[src/rtl/frame_issue_ctrl.sv]
// Frame issue controller: load-use stall, flush bubbles and frame write enables.
// Define STALL_COUNT_EN to add the stall_count output and its counter.
`ifndef REGADDR_WIDTH
`define REGADDR_WIDTH 5
`endif

module frame_issue_ctrl #(
    parameter int FLUSH_CYCLES = 2,
    parameter int STALL_CNT_W  = 32
) (
    input  logic                      clk,
    input  logic                      reset,
    input  logic                      dec_valid,
    output logic                      dec_ready,
    input  logic [`REGADDR_WIDTH-1:0] dec_aLoc,
    input  logic [`REGADDR_WIDTH-1:0] dec_bLoc,
    input  logic [`REGADDR_WIDTH-1:0] dec_writeSelect,
    input  logic                      dec_load,
    input  logic                      exe_ready,
    input  logic                      flush,
    output logic                      operand_we,
    output logic                      control_we,
    output logic                      bubble
`ifdef STALL_COUNT_EN
    ,
    output logic [STALL_CNT_W-1:0]    stall_count
`endif
);

    localparam int RW    = `REGADDR_WIDTH;
    localparam int CNT_W = (FLUSH_CYCLES < 1) ? 1 : $clog2(FLUSH_CYCLES + 1);

    if (STALL_CNT_W < 1) begin : g_bad_cfg
        $error("STALL_CNT_W must be at least 1");
    end

    typedef enum logic [1:0] {RUN, LDUSE, FLUSH} state_t;

    state_t           state_q, state_d;
    logic             last_load_q, last_load_d;
    logic [RW-1:0]    last_rd_q, last_rd_d;
    logic [CNT_W-1:0] fcnt_q, fcnt_d;
    logic             hazard;
    logic             transfer;

    always_comb begin
        hazard = dec_valid & last_load_q & (last_rd_q != '0) &
                 ((dec_aLoc == last_rd_q) | (dec_bLoc == last_rd_q));
        // LDUSE accepts: the hazard cycle already spent the single bubble.
        dec_ready = reset & exe_ready & (state_q != FLUSH) & ~hazard & ~flush;
        transfer  = dec_valid & dec_ready;

        if (!reset) begin
            operand_we = 1'b0;
            control_we = 1'b1;
            bubble     = 1'b1;
        end else if (!exe_ready) begin
            operand_we = 1'b0;
            control_we = 1'b0;
            bubble     = 1'b0;
        end else begin
            operand_we = transfer;
            control_we = 1'b1;
            bubble     = ~transfer;
        end
    end

    always_comb begin
        state_d     = state_q;
        last_load_d = last_load_q;
        last_rd_d   = last_rd_q;
        fcnt_d      = fcnt_q;

        // Flush is latched even while the frame is stalled.
        if (flush) begin
            state_d     = FLUSH;
            fcnt_d      = CNT_W'(FLUSH_CYCLES);
            last_load_d = 1'b0;
        end else if (exe_ready) begin
            if (transfer) begin
                last_load_d = dec_load;
                last_rd_d   = dec_writeSelect;
            end else begin
                last_load_d = 1'b0;
            end
            case (state_q)
                RUN:   if (hazard) state_d = LDUSE;
                LDUSE: state_d = RUN;
                FLUSH: begin
                    if (fcnt_q <= CNT_W'(1)) begin
                        state_d = RUN;
                        fcnt_d  = '0;
                    end else begin
                        fcnt_d = fcnt_q - CNT_W'(1);
                    end
                end
                default: state_d = RUN;
            endcase
        end
    end

    always_ff @(posedge clk) begin
        if (!reset) begin
            state_q     <= RUN;
            last_load_q <= 1'b0;
            last_rd_q   <= '0;
            fcnt_q      <= '0;
        end else begin
            state_q     <= state_d;
            last_load_q <= last_load_d;
            last_rd_q   <= last_rd_d;
            fcnt_q      <= fcnt_d;
        end
    end

`ifdef STALL_COUNT_EN
    logic [STALL_CNT_W-1:0] stall_q, stall_d;
    logic                   stall_inc;

    // Plain decoder starvation in RUN is not a stall.
    always_comb begin
        stall_inc = reset & exe_ready & ~transfer & ((state_q != RUN) | hazard);
        stall_d   = stall_q + STALL_CNT_W'(stall_inc);
    end

    always_ff @(posedge clk) begin
        if (!reset) stall_q <= '0;
        else        stall_q <= stall_d;
    end

    assign stall_count = stall_q;
`endif

endmodule

[config.mk]
export PLATFORM = sky130hd
export DESIGN_NAME = frame_issue_ctrl
export DESIGN_NICKNAME = d
export VERILOG_FILES = /design/src/rtl/frame_issue_ctrl.sv
export SDC_FILE = /design/constraint.sdc
export NUM_CORES = 1
export LEC_CHECK = 0
export BUFFER_PORTS_ARGS = -buffer_cell sky130_fd_sc_hd__buf_2
export CORE_MARGIN = 2
export CORE_UTILIZATION = 40
export CTS_CLUSTER_DIAMETER = 30
export DETAILED_ROUTE_END_ITERATION = 16
export GPL_TIMING_DRIVEN = 0
export MAX_ROUTING_LAYER = met4
export PLACE_DENSITY = 0.7
export SLEW_MARGIN = 5
export SYNTH_ARGS = -nofsm -noshare
export SYNTH_HDL_FRONTEND = slang
export SYNTH_SLANG_ARGS = --single-unit
[constraint.sdc]
create_clock -name clk -period 1.8 [get_ports clk]
set_input_delay 0.45 -clock clk [delete_from_list [all_inputs] [get_ports clk]]
set_output_delay 0.45 -clock clk [all_outputs]
set_load 0.02 [all_outputs]
==> run metrics <==
syn nets=92; share of synthesized area occupied by flip-flops and latches=33.8%; relative slew slack=70.9%; area of the die=~1800 um^2; Worst Path Max Fanout=4; number of diodes added for antenna fixing=0; pwr/cell area=639 nW/um^2; IR Drop Worst-Case VDD=approximately 0.00035 V; pin count of the biggest net entering global routing=11; Detail Placement HPWL=1040 um; element type at the critical path end=output port; fraction of layout cells with a size suffix above 1=around two fifths; net switching power figure=143 uW; unrepaired setup endpoints after global routing=true; effective utilization at floorplan=43.9%; Reg2Reg Launch Point=last_rd_q[0]; pin slew with the least headroom to its limit=0.435 ns; maximum level of the CTS H-tree=1; number of buffers inserted during clock tree synthesis=3; 1st-iter DRT viols=16; type of element launching the critical path=flop; detailed-router iteration count before antenna repair=4; initial antenna violation count=0; ratio of final minimum period to clock period=127%; Tot GR Track Use=17.5%; average size of a mapped cell=8.35 um^2; maximum count of clock buffers along a single path=2; setup_tns=-1.33 ns; post-route DRC violation count=0; remaining global-route overflow=0; final design instance area without fill=857 um^2; clock period minus worst slack=2.28 ns; number of max-slew violations in the final report=0; number of top-level pins=25; cell type with the highest aggregate area in the netlist=sky130_fd_sc_hd__dfxtp_1; switching part of the total=26.2%; violated checks=negative setup slack; net count reported at finish=between 100 and 150; Synth Warn #=0; number of nets still failing antenna checks after routing=0; worst clock skew=between 0.002 and 0.003 ns; number of global-route vias before repair=about 580; # Max-Cap Violations=0; part of the power in registers=between 40 and 50%; flops & latches, synth=10; source of the critical timing path=last_rd_q[0]; fmax=438 MHz; Placer Congestion=between 0.8 and 0.9; category of the critical setup timing path=flop to output port; DR vias=about 620; Die W=42.5 um; commonest cells after routing, fill and taps aside=21 x sky130_fd_sc_hd__buf_2, 14 x sky130_fd_sc_hd__nand2_1, 10 x sky130_fd_sc_hd__xnor2_1; clock network fraction of design power=roughly 38%; area of the core=around 1400 um^2; Reg clk slew, reported paths=0.07 ns; final wirelength=1380 um; library cells used by synthesis=22; area growth from synthesis to layout=44.5%; floorplan die height=42.5 um; most common library cell in the layout ignoring fill and taps=sky130_fd_sc_hd__buf_2; main area contributors after synthesis=sky130_fd_sc_hd__dfxtp_1 34%, sky130_fd_sc_hd__xnor2_1 15%, sky130_fd_sc_hd__nand2_1 8.9%, sky130_fd_sc_hd__o211ai_1 6.3%, sky130_fd_sc_hd__o21ai_0 5.9%; Clk Tree Root Cell=sky130_fd_sc_hd__clkbuf_4; data arrival time of the critical path=1.83 ns; startpoint of the lowest-slack hold path=dec_load; required time of the critical path=1.35 ns; portion of total power attributed to combinational logic=19.5%; TritonCTS clock tree=built; cell count after synthesis=71; total leakage power=about 0.00032 uW; CTS sink count=10; vias per std cell=5.31; summed instance area of the synthesized netlist=593 um^2; worst path setup slack after routing=-0.482 ns; routed length per placed instance=11.8 um; Tightest Hold Check Type=input port to flop; Final Hold Fails=0; DP Area=roughly 760 um^2; # fillers=roughly 130; IO Port Bufs=23; Cell Rows=13; cell internal power dissipation=404 uW; fraction of synthesized cell area taken by the top area cell type=between 30% and 40%; run status=finished, violations left; later-pin clock latency in the skew report=0.27 ns; final setup violating endpoints=3; wire length of the first global-routing pass=2390 um
[cell usage after synthesis (all sizes together)]
master,number
a2111oi,1
a21boi,1
a21oi,3
buf,1
dfxtp,10
inv,3
nand2,14
nand2b,1
nand3,2
nand4,1
nor2,3
nor2b,2
nor3,1
o211ai,5
o21a,1
o21ai,7
o22a,1
o22ai,1
o2bb2ai,1
o311a,1
or3,1
xnor2,10
[path summary, 6_finish.rpt]
path,endpoint,slack (ns),depth (start not counted)
hold / removal,last_load_q,0.38,2
setup / recovery,dec_ready,-0.48,4
hold reg to reg,fcnt_q[0],0.46,2
setup reg to reg,last_rd_q[2],0.06,6
[flip-flops by register name (all words and copies together) (netlist names)]
name and count:
state_q 2, last_rd_q 5, fcnt_q 2, last_load_q 1
[worst max-delay path, cell delays in order (launching register included)]
cell and delay [ns]:
sky130_fd_sc_hd__dfxtp_4 0.35, sky130_fd_sc_hd__or3_4 0.38, sky130_fd_sc_hd__o311a_4 0.35, sky130_fd_sc_hd__a2111oi_4 0.29
sky130_fd_sc_hd__buf_4 0.19
[metal layers]
metal,vias up,global-route usage [%],share of wire (%)
li1,316,-,-
met1,275,22.1,45
met2,24,26.5,46
met3,6,3.88,7.0
met4,0,8.13,2.0
met5,-,-,0
[cell type report]
class | instances | area [um^2] | share of cell area, %
repair buffers | 27 | 160 | 18.7
flip-flops and latches | 10 | 205 | 23.9
well taps | 15 | 18.8 | 2.19
clock buffers | 4 | 36.3 | 4.23
plain buffers | 1 | 5.00 | 0.584
multi-input cells | 57 | 420 | 49.1
inverters | 3 | 11.3 | 1.31
[power by group through the flow]
stage          clock, uW  sequential, uW  combinational, uW
6_report             206             235                107
5_1_grt              223             236                118
4_1_cts              210             234                101
3_5_place_dp           0             241               95.4
3_3_place_gp           0             241               94.3
2_1_floorplan          0             239               61.4
[per-stage QoR]
stage	power, uW	std cells	hold WS, ns	utilization (%)	worst slack (ns)
6_report	547	117	0.380	63.5	-0.482
5_1_grt	577	117	0.397	63.5	-0.522
4_1_cts	545	115	0.375	61.4	-0.471
3_5_place_dp	337	109	0.456	56.3	-0.255
3_3_place_gp	335	109	0.439	56.3	-0.251
2_1_floorplan	300	71	0.432	-	-0.125
[cells by family (layout without fill, tap and decap cells)]
kind of cell | after synthesis | count (layout) | share of synthesized area [%]
buf+inv | 4 | 35 | 2.74
xor+xnor | 10 | 10 | 14.8
compound gates | 22 | 22 | 29.3
simple gates | 25 | 25 | 19.4
flops | 10 | 10 | 33.8
[timing repair]
item                                    CTS  global route
setup buffers                             2             2
cloned                                    0             0
gates resized for setup                   7             2
endpoints found under the setup margin    3             3
hold buffers                              0             0
pin swaps                                 1             2
No activity file was read; power rests on OpenSTA's default activity.
